`src/rtl/uart_pkg.sv`:
```
// Shared UART definitions: FSM state encoding, frame geometry and the
// baud-divider computation used by both the receiver and transmitter.
package uart_pkg;

    localparam int unsigned UART_OVERSAMPLE = 16;
    localparam int unsigned UART_DATA_BITS  = 8;

    typedef enum logic [2:0] {
        IDLE   = 3'd0,
        START  = 3'd1,
        DATA   = 3'd2,
        STOP   = 3'd3,
        PARITY = 3'd4,
        BREAK  = 3'd5
    } uart_state_e;

    // Clocks per oversample tick; truncated, never below 1.
    function automatic int unsigned uart_div(input int unsigned clk_freq,
                                             input int unsigned baud_rate);
        int unsigned d;
        d = clk_freq / (baud_rate * UART_OVERSAMPLE);
        return (d == 0) ? 1 : d;
    endfunction

endpackage

```
`src/rtl/uart_baud_tick.sv`:
```
// Free-running clock divider producing a one-cycle tick every DIV clocks.
// A synchronous clear restarts the count so the tick phase can be aligned
// to an external event (e.g. a start-bit edge).
module uart_baud_tick #(
    parameter int unsigned DIV = 1
) (
    input  logic clk,
    input  logic rst,
    input  logic clr,
    output logic tick
);

    localparam int unsigned CW = (DIV > 1) ? $clog2(DIV) : 1;
    localparam logic [CW-1:0] LAST = CW'(DIV - 1);

    logic [CW-1:0] cnt;

    // Divider counter: wraps at DIV-1, restarts on clear.
    always_ff @(posedge clk or negedge rst) begin
        if (!rst) begin
            cnt <= '0;
        end else if (clr || cnt == LAST) begin
            cnt <= '0;
        end else begin
            cnt <= cnt + CW'(1);
        end
    end

    assign tick = (cnt == LAST);

endmodule

```
`src/rtl/uart_rx_core.sv`:
```
// UART receiver: 16x oversampled 8N1 deserialiser with a valid/ready output.
// Optional macro UART_RX_PARITY_EN inserts an even-parity bit between the
// data and stop bits and adds the parity_err pulse output.
module uart_rx_core
    import uart_pkg::*;
#(
    parameter int unsigned clk_freq       = 50000000,
    parameter int unsigned uart_baud_rate = 115200,
    parameter int unsigned OVERSAMPLE     = 16
) (
    input  logic       clk,
    input  logic       rst,
    input  logic       uart_rxd,
    output logic [7:0] rx_data,
    output logic       rx_valid,
    input  logic       rx_ready,
    output logic       frame_err,
    output logic       overrun,
`ifdef UART_RX_PARITY_EN
    output logic       parity_err,
`endif
    output logic       busy
);

    localparam int unsigned DIV = uart_div(clk_freq, uart_baud_rate);
    localparam logic [3:0] SC_MID  = 4'(OVERSAMPLE / 2 - 1);
    localparam logic [3:0] SC_LAST = 4'(OVERSAMPLE - 1);
    localparam logic [2:0] LAST_BIT = 3'(UART_DATA_BITS - 1);

    logic                      sync1;
    logic                      rxs;
    logic                      tick;
    logic                      tick_clr;
    logic                      data_ok;
    uart_state_e               state;
    logic [3:0]                sc;
    logic [2:0]                bit_idx;
    logic [UART_DATA_BITS-1:0] shift;

    // Two-flop synchroniser; resets to the idle line level.
    always_ff @(posedge clk or negedge rst) begin
        if (!rst) begin
            sync1 <= 1'b1;
            rxs   <= 1'b1;
        end else begin
            sync1 <= uart_rxd;
            rxs   <= sync1;
        end
    end

    // Align the tick phase to the start-bit edge.
    assign tick_clr = (state == IDLE) && !rxs;

    uart_baud_tick #(
        .DIV (DIV)
    ) u_baud_tick (
        .clk  (clk),
        .rst  (rst),
        .clr  (tick_clr),
        .tick (tick)
    );

`ifdef UART_RX_PARITY_EN
    logic par_bad;
    assign data_ok = !par_bad;
`else
    assign data_ok = 1'b1;
`endif

    // Receive FSM with registered outputs and output handshake.
    always_ff @(posedge clk or negedge rst) begin
        if (!rst) begin
            state     <= IDLE;
            sc        <= 4'd0;
            bit_idx   <= 3'd0;
            shift     <= '0;
            rx_data   <= 8'h00;
            rx_valid  <= 1'b0;
            frame_err <= 1'b0;
            overrun   <= 1'b0;
            busy      <= 1'b0;
`ifdef UART_RX_PARITY_EN
            parity_err <= 1'b0;
            par_bad    <= 1'b0;
`endif
        end else begin
            frame_err <= 1'b0;
            overrun   <= 1'b0;
`ifdef UART_RX_PARITY_EN
            parity_err <= 1'b0;
`endif
            if (rx_valid && rx_ready) begin
                rx_valid <= 1'b0;
            end
            if (tick) begin
                sc <= sc + 4'd1;
            end

            case (state)
                IDLE: begin
                    if (!rxs) begin
                        state <= START;
                        sc    <= 4'd0;
                        busy  <= 1'b1;
`ifdef UART_RX_PARITY_EN
                        par_bad <= 1'b0;
`endif
                    end
                end
                START: begin
                    if (tick && sc == SC_MID) begin
                        if (!rxs) begin
                            state   <= DATA;
                            sc      <= 4'd0;
                            bit_idx <= 3'd0;
                        end else begin
                            // Too short to be a start bit.
                            state <= IDLE;
                            busy  <= 1'b0;
                        end
                    end
                end
                DATA: begin
                    if (tick && sc == SC_LAST) begin
                        shift   <= {rxs, shift[UART_DATA_BITS-1:1]};
                        bit_idx <= bit_idx + 3'd1;
                        if (bit_idx == LAST_BIT) begin
`ifdef UART_RX_PARITY_EN
                            state <= PARITY;
`else
                            state <= STOP;
`endif
                        end
                    end
                end
`ifdef UART_RX_PARITY_EN
                PARITY: begin
                    if (tick && sc == SC_LAST) begin
                        if (^{shift, rxs}) begin
                            parity_err <= 1'b1;
                            par_bad    <= 1'b1;
                        end
                        state <= STOP;
                    end
                end
`endif
                STOP: begin
                    if (tick && sc == SC_LAST) begin
                        if (rxs) begin
                            // Return to IDLE at once so a back-to-back start bit is seen.
                            state <= IDLE;
                            busy  <= 1'b0;
                            if (data_ok) begin
                                if (!rx_valid || rx_ready) begin
                                    rx_data  <= shift;
                                    rx_valid <= 1'b1;
                                end else begin
                                    overrun <= 1'b1;
                                end
                            end
                        end else begin
                            frame_err <= 1'b1;
                            state     <= BREAK;
                        end
                    end
                end
                BREAK: begin
                    // Hold off until the line idles so a stuck-low line is not a start bit.
                    if (rxs) begin
                        state <= IDLE;
                        busy  <= 1'b0;
                    end
                end
                default: begin
                    state <= IDLE;
                    busy  <= 1'b0;
                end
            endcase
        end
    end

endmodule

```
`config.mk`:
```
export PLATFORM = sky130hd
export DESIGN_NAME = uart_rx_core
export DESIGN_NICKNAME = d
export VERILOG_FILES = /design/src/rtl/uart_pkg.sv /design/src/rtl/uart_baud_tick.sv /design/src/rtl/uart_rx_core.sv
export SDC_FILE = /design/constraint.sdc
export NUM_CORES = 1
export LEC_CHECK = 0
export CAP_MARGIN = 20
export CORE_MARGIN = 2
export CORE_UTILIZATION = 30
export CTS_CLUSTER_SIZE = 10
export DETAILED_ROUTE_END_ITERATION = 10
export GPL_TIMING_DRIVEN = 1
export PLACE_DENSITY = 0.5
export SLEW_MARGIN = 20
export SYNTH_ARGS = -nofsm -noshare
export SYNTH_HDL_FRONTEND = slang
export SYNTH_SLANG_ARGS = --single-unit
export TNS_END_PERCENT = 1
```
`constraint.sdc`:
```
create_clock -name clk -period 2.39 [get_ports clk]
set_input_delay 0.239 -clock clk [delete_from_list [all_inputs] [get_ports clk]]
set_output_delay 0.239 -clock clk [all_outputs]
set_load 0.005 [all_outputs]
```
==> results of run 1 <==
==> state kept, by name, summed over array words and instances (netlist names) <==
| register | cells |
|---|---|
| overrun | 1 |
| shift | 8 |
| rx_valid | 1 |
| sc | 4 |
| sync1 | 1 |
| rx_data | 8 |
| busy | 1 |
| rxs | 1 |
| u_baud_tick.cnt | 5 |
| state | 3 |
| bit_idx | 3 |
| frame_err | 1 |
==> routing by layer <==
layer	up-vias	track usage [%]
met4	0	4.14
li1	554	-
met2	29	16.9
met3	4	3.39
met5	-	0
met1	547	15.2
==> layout make-up <==
class	count	share of cell area [%]
clock inverters	1	0.250
repair buffers	18	8.38
well taps	72	4.50
multi-input cells	96	35.7
inverters	5	0.938
clock buffers	7	3.81
flip-flops and latches	37	46.4
==> worst max path at each step <==
| stage | slack [ns] | to | cells past startpoint |
|---|---|---|---|
| floorplan | 0.31 | rx_data[0] | 9 |
| global placement | 0.30 | rx_data[4] | 8 |
| detailed placement | 0.26 | rx_data[0] | 8 |
| CTS | 0.26 | rx_data[0] | 8 |
| global route | 0.11 | rx_data[6] | 8 |
| finish | 0.27 | rx_data[0] | 8 |
==> power by group <==
part	internal, mW	leakage [nW]	switching (mW)	total, mW
logic	0.00495	0.385	0.0137	0.0186
clock network	0.204	0.0422	0.206	0.410
registers	0.629	0.480	0.00287	0.632
==> cell usage in the layout, fill, tap and decap left out, types with 2 or more instances in the layout <==
master                             n
sky130_fd_sc_hd__a21oi_1           3
sky130_fd_sc_hd__nand2_1           4
sky130_fd_sc_hd__a21bo_2           2
sky130_fd_sc_hd__a31oi_1           2
sky130_fd_sc_hd__nor2_1           18
sky130_fd_sc_hd__ha_1              5
sky130_fd_sc_hd__inv_1             5
sky130_fd_sc_hd__nand4_1           3
sky130_fd_sc_hd__clkbuf_8          5
sky130_fd_sc_hd__buf_4             3
sky130_fd_sc_hd__xnor2_1           4
sky130_fd_sc_hd__nor3_1            2
sky130_fd_sc_hd__a22oi_1           2
sky130_fd_sc_hd__clkdlybuf4s50_1  14
sky130_fd_sc_hd__dfrtp_1          35
sky130_fd_sc_hd__xor2_1            2
sky130_fd_sc_hd__mux2_2           16
sky130_fd_sc_hd__a22o_1            2
sky130_fd_sc_hd__dfstp_2           2
sky130_fd_sc_hd__clkbuf_1          2
sky130_fd_sc_hd__o21ai_0           5
sky130_fd_sc_hd__nand2b_1          3
sky130_fd_sc_hd__nand3_1           5
==> cell families (layout without fill, tap and decap cells) <==
| family | Yosys count | count (layout) |
|---|---|---|
| buf+inv | 13 | 31 |
| flops | 37 | 37 |
| xor+xnor | 6 | 6 |
| simple gates | 45 | 45 |
| fa+ha+maj | 5 | 5 |
| mux | 18 | 18 |
| compound gates | 22 | 22 |
==> stage by stage <==
step	utilization [%]	instances	hold WS, ns
detailed placement	34.9	228	0.351
CTS	36.3	236	0.105
floorplan	-	146	-0.0566
finish	36.3	236	0.0738
global route	36.3	236	0.153
global placement	34.9	228	0.350
==> worst max-delay path, stage by stage (launching register included) <==
cell and delay [ns]:
sky130_fd_sc_hd__dfrtp_1 0.41, sky130_fd_sc_hd__inv_1 0.07, sky130_fd_sc_hd__ha_1 0.13, sky130_fd_sc_hd__and4b_1 0.30, sky130_fd_sc_hd__and2_4 0.24, sky130_fd_sc_hd__nand2_2 0.09, sky130_fd_sc_hd__nor4_4 0.21, sky130_fd_sc_hd__buf_4 0.21
sky130_fd_sc_hd__mux2_2 0.35
==> summary.txt, run 1 <==
result of the run: completed
Met3 Routed Length: 163 um
adder and majority gate portion of the synthesized area: 3.67%
Resize count post-CTS: 0
drt drc: 0
layout net count: 172
H-tree levels: 2
unrepaired setup endpoints after global routing: false
total inserted antenna cells: 0
Max Used Layer: met4
DIE AREA: 6300 um2
depth of the worst register-to-register path: 8
GRT Overall Usage: 11.2%
width of the die: 79.4 um
cts bufs inserted: 5
Port Buf Inserts: 15
Max Buffers Root-to-Sink: 2
signal arrival time at the worst endpoint: 2.29 ns
class of the tightest hold or removal check: input port to asynchronous set/reset pin
post-place instance area: 1920 um2
top cells by area, synth: sky130_fd_sc_hd__dfrtp_1, sky130_fd_sc_hd__mux2_2, sky130_fd_sc_hd__nor2_1, sky130_fd_sc_hd__ha_1, sky130_fd_sc_hd__dfstp_2
sink count of the clock tree: 37
worst-case setup slack after placement: 0.264 ns
Final Hold Vio Count: 0
Avg Inst Size Synth: 11.7 um2
final worst path period share: 88.7%
fraction of the mapped netlist area in compound gates: 9.17%
number of design-rule violations left by the first detailed-router iteration: 95
sum of negative setup slack: 0 ns
number of top-level design ports: 16
worst skew pair latency: 0.28 ns
core box area: 5510 um2
largest family of logic cells by synthesized area: simple AND/OR/NAND/NOR gates
proportion of synthesized area in mux cells: 11.8%
number of cells produced by synthesis: 146
synthesized netlist net count: 155
cell accounting for the most synthesized area: sky130_fd_sc_hd__dfrtp_1
startpoint of the worst setup timing path: u_baud_tick.cnt[0]
wire length on met1: 1.42 mm
final setup margin: 0.269 ns
register-to-register setup slack: 0.27 ns
area used by multi-input combinational logic: 714 um2
area fraction of the dominant cell type after synthesis: 51.4%
total global routing overflow: 0
slew at the pin with the worst max-slew slack: 0.895 ns
overall via count from detail_route: 1134
count leader, synth: sky130_fd_sc_hd__dfrtp_1
area overhead of the layout relative to synthesis: 17.3%
number of antenna violations at the first check in global routing: 0
vertical die dimension: 79.4 um
met2 WL post-DR: 1.48 mm
fraction of synthesized cell area in xor and xnor cells: 3.08%
Via density: 4.81
number of slew-limit violations in the final report: 0
global placer's final weighted congestion: 0.758
Total Power Consumption: 1.06 mW
number of failing setup endpoints in the final timing report: 0
share of synthesized cell area in and, or, nand and nor gates: 14.2%
fin crit period: 2.12 ns
final cell area excluding filler cells: 2000 um2
CTS Hold Bufs: 0
Worst Path Class, Setup: flip-flop to flip-flop
post-synthesis instance area: 1710 um2
portion of the post-synthesis area used by sequential elements: 54.4%
number of global-route vias before repair: 1165
worst clock skew: 0.00900 ns
leading post-synthesis cells by instance count: sky130_fd_sc_hd__dfrtp_1, sky130_fd_sc_hd__nor2_1, sky130_fd_sc_hd__mux2_2
number of fillers in the final layout: 545
Yosys warning total: 0
pin count of the biggest net entering global routing: 38
DR WL/cell: 13.1 um
most frequently used flop master after synthesis: sky130_fd_sc_hd__dfrtp_1
clock tree from TritonCTS: built
Routed Wire Length: 3.10 mm
peak supply drop: 0.000202 V
global-route wire length before repair: 5.49 mm
highest clock frequency the design can meet: 471 MHz
floorplan row count: 27
synthesized flop and latch total: 37
initial standard-cell utilization of the core: 31.0%
power per cell area: 530 nW/um2
register area: 928 um2
root buffer cell: sky130_fd_sc_hd__clkbuf_8
nature of the critical path endpoint: flip-flop
worst-case headroom to the max-slew limit: 40.3%
Reg clk slew, reported paths: 0.07 ns
Final HPWL DP: 2.17 mm
Post-CTS Setup Bufs: 0
async set or reset register ratio after synthesis: 100%
Critical Path RT: 2.56 ns
share of post-route cells with drive strength above 1: 20.7%
end of the worst register-to-register path: rx_data[0]
launch point of the worst reg-to-reg path: u_baud_tick.cnt[0]
antenna violation net count after detailed routing: 0
CP startpoint kind: flip-flop
count of unique library cells instantiated by Yosys: 41
number of flops mapped to enable cells by yosys: 0
max-cap viol count: 0
Worst Path Max Fanout: 9
first-pass iteration count of the detailed router: 4
Static Leak: 0.908 nW
(Power assumes the default switching activity.)
==> run 2, diff against run 1 <==
- CTS_CLUSTER_DIAMETER: not set -> 200
- SLEW_MARGIN: 20 -> not set
==> results of run 2 <==
Final layout, timing and power as in run 1 (identical DEF).
==> edit, RTL diff (settings of run 1) <==
The parameter `uart_baud_rate` goes from 115200 to 230400.
--- a/src/rtl/uart_rx_core.sv
+++ b/src/rtl/uart_rx_core.sv
@@ -7,3 +7,3 @@
     parameter int unsigned clk_freq       = 50000000,
-    parameter int unsigned uart_baud_rate = 115200,
+    parameter int unsigned uart_baud_rate = 230400,
     parameter int unsigned OVERSAMPLE     = 16
Formal check against the unedited RTL: no difference found for any inputs over 10 cycles, from zero or initial values and one cycle with rst low; that may be too few to reach the edited logic, so the function may still have changed.
==> edit against run 1 <==
- synthesized cell count shrank 8.2%
- sequential cell count shrank 1
- via count shrank 10%
- cell area shrank 2.9%
- worst hold slack gained 0.28 ns
- wire length shrank 10%
- count of clock-buffer cells in the layout shrank 1
- critical path depth shrank 1
- synthesized area shrank 5.1%
- total power grew 9.0%
- setup slack gained 0.11 ns
- critical endpoint is now rx_data[5]
==> edit: results (changes against run 1) <==
[metrics] maximum fanout count along the critical path: 8 (-1)
[metrics] outcome: finished, final reports clean
[metrics] Placer Congestion: 0.7345 (-3.0%)
[metrics] Met2 Wirelength: 1.377 mm (-7.0%)
[metrics] first-iteration detailed-routing DRC count: 130 (+37%)
[metrics] pre-CTS setup slack: 0.3767 ns (+0.1130 ns)
[metrics] Net Count, Synth: 143 (-7.7%)
[metrics] Worst IR Drop VDD: 0.1955 mV (-3.3%)
[metrics] setup skew after layout: 0.006892 ns (-0.002103 ns)
[metrics] timing-limited maximum frequency: 497.9 MHz (+5.6%)
[metrics] met2 Resource Use GR: 16.87% (about the same)
[metrics] DP Area: 1834 µm² (-4.4%)
[metrics] total met3 wirelength after detailed routing: 105 µm (-36%)
[metrics] top flop regs: rx_data: 8 flops, shift: 8 flops
[metrics] final-layout clock buffer total: 6 (-1)
[metrics] count of sequential standard cells: 36 (-2.7%)
[metrics] leading cell types by count after synthesis: sky130_fd_sc_hd__dfrtp_1 (34), sky130_fd_sc_hd__mux2_2 (16), sky130_fd_sc_hd__nor2_1 (12), sky130_fd_sc_hd__nand2_1 (7), sky130_fd_sc_hd__a21oi_1 (6)
[metrics] Cells after DPL: 215 (-5.7%)
[metrics] multi-input combinational cell count: 86 (-10%)
[metrics] global-route wire length before repair: 5.016 mm (-8.7%)
[metrics] portion of the layout cell area used by non-clock buffers: 8.892% (+0.51 points)
[metrics] met1 wire length: 1.282 mm (-9.4%)
[metrics] arrival time worst endpoint: 2.18 ns (-0.11 ns)
[metrics] biggest area contributors in the synthesized netlist: sky130_fd_sc_hd__dfrtp_1 (53%), sky130_fd_sc_hd__mux2_2 (11%), sky130_fd_sc_hd__ha_1 (3.9%)
[metrics] per-cell via count in the routed design: 4.561 (-5.1%)
[metrics] leakage power summed over all cells: 0.8924 nW (-1.7%)
[metrics] Synth cell types: 37 (-9.8%)
[metrics] flip-flop and latch share of the layout cell area: 46.52% (+0.12 points)
[metrics] Final #Nets: 161 (-6.4%)
[edit: changes by cell type after synthesis, sizes merged, moves of 2 or more]
| cell | change |
|---|---|
| nand2 | +2 |
| a21bo | -2 |
| clkbuf | -2 |
| and2 | -2 |
| o21ai | -3 |
| nor4 | -2 |
| or3 | +2 |
| a21oi | +3 |
| nor2b | +5 |
| a22oi | -2 |
| nor2 | -6 |
[edit: kinds of logic after synthesis]
family / count (synthesis) / synth area share (%)
compound gates: 16 / 6.647
buf+inv: 12 / 3.941
fa+ha+maj: 5 / 3.864
mux: 18 / 12.67
xor+xnor: 5 / 2.705
simple gates: 42 / 14.37
flops: 36 / 55.80
[edit: report_power, final]
| group | switching, W | total, W | internal (W) |
|---|---|---|---|
| logic | 0.0000143 | 0.0000223 | 0.00000802 |
| clock network | 0.000210 | 0.000519 | 0.000310 |
| registers | 0.00000293 | 0.000615 | 0.000612 |
